File: src/rtl/nes_button_events_if.sv
// Bundles the NES reader inputs and the debounced event outputs of nes_button_events.
interface nes_button_events_if;
    logic       latchOrange;
    logic [7:0] buttons;
    logic       frame_tick;
    logic [7:0] held;
    logic [7:0] pressed;
    logic [7:0] released;
    logic [7:0] repeat_evt;
    logic       lost;

    modport master (
        output latchOrange, buttons,
        input  frame_tick, held, pressed, released, repeat_evt, lost
    );

    modport slave (
        input  latchOrange, buttons,
        output frame_tick, held, pressed, released, repeat_evt, lost
    );
endinterface

File: src/rtl/nes_button_events.sv
// Synchronises NES controller frames into the system clock, debounces each button per frame,
// and produces held levels, press/release/auto-repeat pulses and a lost-controller flag.
module nes_button_events #(
    parameter int         DEBOUNCE_FRAMES = 2,
    parameter int         REPEAT_DELAY    = 8,
    parameter int         REPEAT_RATE     = 3,
    parameter logic [7:0] REPEAT_MASK     = 8'h0F,
    parameter int         TIMEOUT_CYCLES  = 4096
) (
    input  logic          clock,
    input  logic          reset,
    nes_button_events_if.slave bus
);
    localparam int             TW     = $clog2(TIMEOUT_CYCLES + 1);
    localparam logic [3:0]     DF     = 4'(DEBOUNCE_FRAMES);
    localparam logic [7:0]     RDELAY = 8'(REPEAT_DELAY);
    localparam logic [7:0]     RLOAD  = 8'(REPEAT_DELAY - REPEAT_RATE);
    localparam logic [TW-1:0]  TMAX   = TW'(TIMEOUT_CYCLES);
    localparam logic [TW-1:0]  TLAST  = TW'(TIMEOUT_CYCLES - 1);

    logic            r_latch_s1, r_latch_s2, r_latch_s3;
    logic [7:0]      r_btn_s1, r_btn_s2;
    logic            r_frame_tick;
    logic [7:0]      r_cand, r_held, r_pressed, r_released, r_repeat;
    logic [7:0][3:0] r_cnt;
    logic [7:0][7:0] r_rcnt;
    logic [TW-1:0]   r_tcnt;
    logic            r_lost;

    logic [7:0]      w_cand, w_held, w_pressed, w_released, w_repeat;
    logic [7:0][3:0] w_cnt;
    logic [7:0][7:0] w_rcnt, w_rinc;
    logic            w_timeout;

    // A frame in the same cycle as saturation takes priority, so no lost is raised.
    assign w_timeout = ~r_frame_tick & (r_tcnt == TLAST);

    always_comb begin
        w_cand     = r_cand;
        w_cnt      = r_cnt;
        w_held     = r_held;
        w_rcnt     = r_rcnt;
        w_rinc     = '0;
        w_pressed  = '0;
        w_released = '0;
        w_repeat   = '0;
        if (r_frame_tick) begin
            for (int i = 0; i < 8; i++) begin
                if (r_btn_s2[i] != r_cand[i]) begin
                    w_cand[i] = r_btn_s2[i];
                    w_cnt[i]  = 4'd1;
                end else if (r_cnt[i] < DF) begin
                    w_cnt[i]  = r_cnt[i] + 4'd1;
                end
                if ((w_cnt[i] == DF) && (w_cand[i] != r_held[i]))
                    w_held[i] = w_cand[i];
                w_pressed[i]  = w_held[i] & ~r_held[i];
                w_released[i] = ~w_held[i] & r_held[i];
                w_rinc[i]     = r_rcnt[i] + 8'd1;
                // A fresh press restarts the repeat count; it pulses only on later frames.
                if (!REPEAT_MASK[i] || w_pressed[i] || !w_held[i]) begin
                    w_rcnt[i] = '0;
                end else if (w_rinc[i] == RDELAY) begin
                    w_repeat[i] = 1'b1;
                    w_rcnt[i]   = RLOAD;
                end else begin
                    w_rcnt[i] = w_rinc[i];
                end
            end
        end else if (w_timeout) begin
            w_cand     = '0;
            w_cnt      = '0;
            w_held     = '0;
            w_rcnt     = '0;
            w_released = r_held;
        end
    end

    always_ff @(posedge clock or posedge reset) begin
        if (reset) begin
            r_latch_s1   <= 1'b0;
            r_latch_s2   <= 1'b0;
            r_latch_s3   <= 1'b0;
            r_btn_s1     <= '0;
            r_btn_s2     <= '0;
            r_frame_tick <= 1'b0;
            r_cand       <= '0;
            r_cnt        <= '0;
            r_held       <= '0;
            r_rcnt       <= '0;
            r_pressed    <= '0;
            r_released   <= '0;
            r_repeat     <= '0;
            r_tcnt       <= '0;
            r_lost       <= 1'b0;
        end else begin
            r_latch_s1   <= bus.latchOrange;
            r_latch_s2   <= r_latch_s1;
            r_latch_s3   <= r_latch_s2;
            r_btn_s1     <= bus.buttons;
            r_btn_s2     <= r_btn_s1;
            r_frame_tick <= r_latch_s2 & ~r_latch_s3;
            r_cand       <= w_cand;
            r_cnt        <= w_cnt;
            r_held       <= w_held;
            r_rcnt       <= w_rcnt;
            r_pressed    <= w_pressed;
            r_released   <= w_released;
            r_repeat     <= w_repeat;
            if (r_frame_tick) begin
                r_tcnt <= '0;
                r_lost <= 1'b0;
            end else begin
                if (r_tcnt != TMAX)
                    r_tcnt <= r_tcnt + 1'b1;
                if (w_timeout)
                    r_lost <= 1'b1;
            end
        end
    end

    assign bus.frame_tick = r_frame_tick;
    assign bus.held       = r_held;
    assign bus.pressed    = r_pressed;
    assign bus.released   = r_released;
    assign bus.repeat_evt = r_repeat;
    assign bus.lost       = r_lost;
endmodule
File: src/flat_wrapper.sv
// flat-port wrapper written by rule: the top's interface ports become plain ports
module nes_button_events_flat 
#(
    parameter int         DEBOUNCE_FRAMES = 2,
    parameter int         REPEAT_DELAY    = 8,
    parameter int         REPEAT_RATE     = 3,
    parameter logic [7:0] REPEAT_MASK     = 8'h0F,
    parameter int         TIMEOUT_CYCLES  = 4096
)
  (clock, reset, bus_latchOrange, bus_buttons, bus_frame_tick, bus_held, bus_pressed, bus_released, bus_repeat_evt, bus_lost);
  nes_button_events_if bus_i ();
  input  logic clock;
  input  logic reset;
  input wire logic [$bits(bus_i.latchOrange)-1:0] bus_latchOrange;
  input wire logic [$bits(bus_i.buttons)-1:0] bus_buttons;
  output wire logic [$bits(bus_i.frame_tick)-1:0] bus_frame_tick;
  output wire logic [$bits(bus_i.held)-1:0] bus_held;
  output wire logic [$bits(bus_i.pressed)-1:0] bus_pressed;
  output wire logic [$bits(bus_i.released)-1:0] bus_released;
  output wire logic [$bits(bus_i.repeat_evt)-1:0] bus_repeat_evt;
  output wire logic [$bits(bus_i.lost)-1:0] bus_lost;
  assign bus_i.latchOrange = bus_latchOrange;
  assign bus_i.buttons = bus_buttons;
  assign bus_frame_tick = bus_i.frame_tick;
  assign bus_held = bus_i.held;
  assign bus_pressed = bus_i.pressed;
  assign bus_released = bus_i.released;
  assign bus_repeat_evt = bus_i.repeat_evt;
  assign bus_lost = bus_i.lost;
  nes_button_events #(.DEBOUNCE_FRAMES(DEBOUNCE_FRAMES), .REPEAT_DELAY(REPEAT_DELAY), .REPEAT_RATE(REPEAT_RATE), .REPEAT_MASK(REPEAT_MASK), .TIMEOUT_CYCLES(TIMEOUT_CYCLES)) u_core (.clock(clock), .reset(reset), .bus(bus_i));
endmodule
File: config.mk
export PLATFORM = sky130hd
export DESIGN_NAME = nes_button_events_flat
export DESIGN_NICKNAME = d
export VERILOG_FILES = /design/src/rtl/nes_button_events_if.sv /design/src/rtl/nes_button_events.sv /design/src/flat_wrapper.sv
export SDC_FILE = /design/constraint.sdc
export NUM_CORES = 1
export LEC_CHECK = 0
export CORE_UTILIZATION = 30
export CTS_BUF_LIST = sky130_fd_sc_hd__clkbuf_16
export CTS_CLUSTER_SIZE = 28
export DETAILED_ROUTE_END_ITERATION = 8
export GPL_ROUTABILITY_DRIVEN = 0
export RECOVER_POWER = 25
export SYNTH_ARGS = -nofsm -noshare
export SYNTH_HDL_FRONTEND = slang
export SYNTH_SLANG_ARGS = --single-unit
File: constraint.sdc
create_clock -name clock -period 10.1 [get_ports clock]
set_input_delay 2.02 -clock clock [delete_from_list [all_inputs] [get_ports clock]]
set_output_delay 2.02 -clock clock [all_outputs]
set_load 0.05 [all_outputs]
==> impl_metrics.env <==
export IMPL_outcome="finished with violations"
export IMPL_violations="max-capacitance violations, max-slew violations"
export IMPL_place_inst=926
export IMPL_cp_slowest_cell="clkbuf_1"
export IMPL_die_w_um=147.0
export IMPL_die_h_um=147.0
export IMPL_syn_avg_cell_area_um2=9.958
export IMPL_antenna_left=0
export IMPL_dpl_cell_area_um2=6977
export IMPL_vias_per_cell=4.903
export IMPL_yosysWarnings=0
export IMPL_dieArea_um2=21600
export IMPL_power_total_w=0.001767
export IMPL_skew_ns=0.007025
export IMPL_critPathArrivalTime_ns=4.00
export IMPL_grt_setup_unrepaired="false"
export IMPL_wl_um=12960
export IMPL_htreeDepth=4
export IMPL_num_antenna_cells=0
export IMPL_cts_buffer_depth=2
export IMPL_final_hold_violation_count=0
export IMPL_worstMarginPinSlew_ns=2.915
export IMPL_path_cells="clkbuf_1 > clkdlybuf4s50_1"
export IMPL_synthMostInstantiatedCell="dfrtp_1"
export IMPL_tns_ns=0
export IMPL_synth_main_ff_cell="dfrtp_1"
export IMPL_synth_area_top_cells="dfrtp_1 (53%), ha_1 (6.2%), nand2_1 (4.3%), o21ai_0 (4.0%), nor2_1 (3.6%)"
export IMPL_clock_sinks=134
export IMPL_postLayoutCellArea_um2=7546
export IMPL_synth_top_area_share_pct=53.20
export IMPL_clk_pin_slew_worst_paths_ns=0.06
export IMPL_via_count=4697
export IMPL_synth_commonest_cells="dfrtp_1 (134), nand2_1 (72), nor2_1 (60)"
export IMPL_synth_edf_count=0
export IMPL_drive_above_1_share_pct=5.233
export IMPL_slew_headroom_pct=-94.30
export IMPL_start_util_pct=30.85
export IMPL_nFillCells=2068
export IMPL_routedWlPerCell_um=13.53
export IMPL_required_ns=8.08
export IMPL_ios=45
export IMPL_crit_type="flip-flop to primary output"
export IMPL_cts_tree="done"
export IMPL_synth_area_leader_cell="dfrtp_1"
export IMPL_slowest_delay_ns=2.03
export IMPL_rows=52
export IMPL_setup_viol=0
export IMPL_fin_nets=717
export IMPL_drtIter0Drc=252
export IMPL_ys_seq_area_share_pct=53.20
export IMPL_cp_end_kind="primary output"
export IMPL_cts_inserted_buffers=17
export IMPL_cts_resized=0
export IMPL_synthesis_area_um2=6304
export IMPL_cp_max_fo=68
export IMPL_ctsHoldBuffers=0
export IMPL_drcViolationCount=0
export IMPL_antenna_found_initial=0
export IMPL_fmax_mhz=166.2
export IMPL_hpwl_um=8268
export IMPL_holdWs_ns=0.3494
export IMPL_ys_ff_latch=134
export IMPL_synth_cell_type_count=45
export IMPL_grt_pass1_wl_um=22290
export IMPL_p_leak_nw=3.459
export IMPL_grt_usage_pct=13.00
export IMPL_fin_cells=958
export IMPL_placeableCoreArea_um2=20430
export IMPL_hold_class="flip-flop to flip-flop"
export IMPL_drtPass1Iterations=4
export IMPL_max_vdd_ir_drop_uv=153.9
export IMPL_powerDensity_nw_per_um2=234.2
export IMPL_grt_start_max_net_pins=69
export IMPL_postCtsSetupRepairBufs=0
export IMPL_drv_slew=99
export IMPL_max_cap_violations=2
export IMPL_synthArstFlopShare_pct=100.0
export IMPL_grt_pass1_vias=4543
export IMPL_overflow=0
export IMPL_cts_root_buffer="clkbuf_16"
export IMPL_start_kind="flip-flop"
export IMPL_clk_latency_ns=0.42
export IMPL_period_share_pct=59.57
export IMPL_portBuffers=40
export IMPL_finalCriticalPeriod_ns=6.017
export IMPL_syn_to_final_growth_pct=19.71
export IMPL_synthCells=633
[worst max-delay path, delay by kind of cell, from the launching register on]
family                 cells  cell delay [ns]
buffers and inverters      2             3.18
DFF                        1             0.33
[cells in the final DEF (no fill, tap or decap), types with 3 or more instances in the layout]
cell type and instances:
nor4bb_1 4, dlygate4sd3_1 9, nor2b_1 12, nand2b_1 7, clkinv_4 4, or3_1 3
a31oi_1 8, nand2_1 72, nor3_1 14, mux2i_1 4, clkbuf_1 3, nor2_1 60
a21o_1 9, and2_1 4, clkbuf_16 17, o211a_1 3, dfrtp_1 133, nand3_1 30
a41oi_1 6, xor2_1 16, inv_1 23, clkinv_2 3, o2111ai_1 6, o211ai_1 4
o31ai_1 11, conb_1 4, xnor2_1 3, nor3b_1 5, clkdlybuf4s50_1 31, o21ai_0 51
ha_1 31, a21oi_1 37, a32o_1 4, and3_1 22, a311oi_1 7, inv_6 4
[kinds of logic after synthesis]
family | count (synthesis) | share of synthesized area [%]
flip-flops | 134 | 53.20
adder cells (fa/ha/maj) | 31 | 6.153
other | 1 | 0.05949
multiplexers | 4 | 0.6352
buffers and inverters | 49 | 3.335
AND/OR/NAND/NOR | 243 | 18.80
XOR/XNOR | 19 | 2.640
AO/OA/AOI/OAI | 152 | 15.18
[flip-flops by register name, summed over array words and instances, names as in the netlist, 8 cells and up]
name                 count
u_core.bus.released      8
u_core.bus.held          8
u_core.bus.pressed       8
u_core.r_cand            8
u_core.r_cnt            32
u_core.r_rcnt           32
u_core.r_tcnt           13
u_core.r_btn_s1          8
u_core.r_btn_s2          8
[worst paths after layout]
path	slack (ns)	cells past startpoint	start	end
worst max register to register	4.90	6	u_core.bus.frame_tick$_DFF_PP0_	u_core.r_rcnt[2]$_DFFE_PP0P_
worst min register to register	0.35	0	u_core.r_btn_s1[4]$_DFF_PP0_	u_core.r_btn_s2[4]$_DFF_PP0_
min in group asynchronous	2.07	2	reset	u_core.r_latch_s1$_DFF_PP0_
worst max-delay path	4.08	2	u_core.bus.frame_tick$_DFF_PP0_	bus_frame_tick
worst min-delay path	0.35	0	u_core.r_btn_s1[4]$_DFF_PP0_	u_core.r_btn_s2[4]$_DFF_PP0_
max in group asynchronous	6.74	3	reset	u_core.r_rcnt[19]$_DFFE_PP0P_
[cell type report]
| type | count | area (µm²) | share of cell area [%] |
|---|---|---|---|
| timing repair buffer | 45 | 426.7 | 5.654 |
| multi-input combinational | 453 | 2751 | 36.46 |
| clock buffer | 17 | 425.4 | 5.638 |
| inverter | 24 | 95.09 | 1.260 |
| tap | 270 | 337.8 | 4.477 |
| sequential | 134 | 3354 | 44.45 |
| clock inverter | 15 | 155.1 | 2.056 |
[per-stage QoR]
step | util [%] | setup slack (ns)
finish | 36.94 | 4.083
global route | 36.94 | 3.762
CTS | 36.99 | 5.782
detailed placement | 34.15 | 6.168
global placement | 34.15 | 6.179
floorplan | - | 4.497
[power breakdown]
group / internal (W) / switching [W]
logic: 0.000183 / 0.000261
clock network: 0.000364 / 0.000246
registers: 0.000621 / 0.0000928
total: 0.00117 / 0.000600
[layer usage]
| metal | vias to the layer above | global-route usage (%) | share of wire, % |
|---|---|---|---|
| met3 | 8 | 3.634 | 2.7 |
| met2 | 63 | 20.71 | 47 |
| met5 | - | 0 | 0 |
| met1 | 2303 | 17.06 | 50 |
| met4 | 0 | 4.175 | 0.95 |
| li1 | 2323 | - | - |
Note: power is estimated with default switching activity, not from simulation.
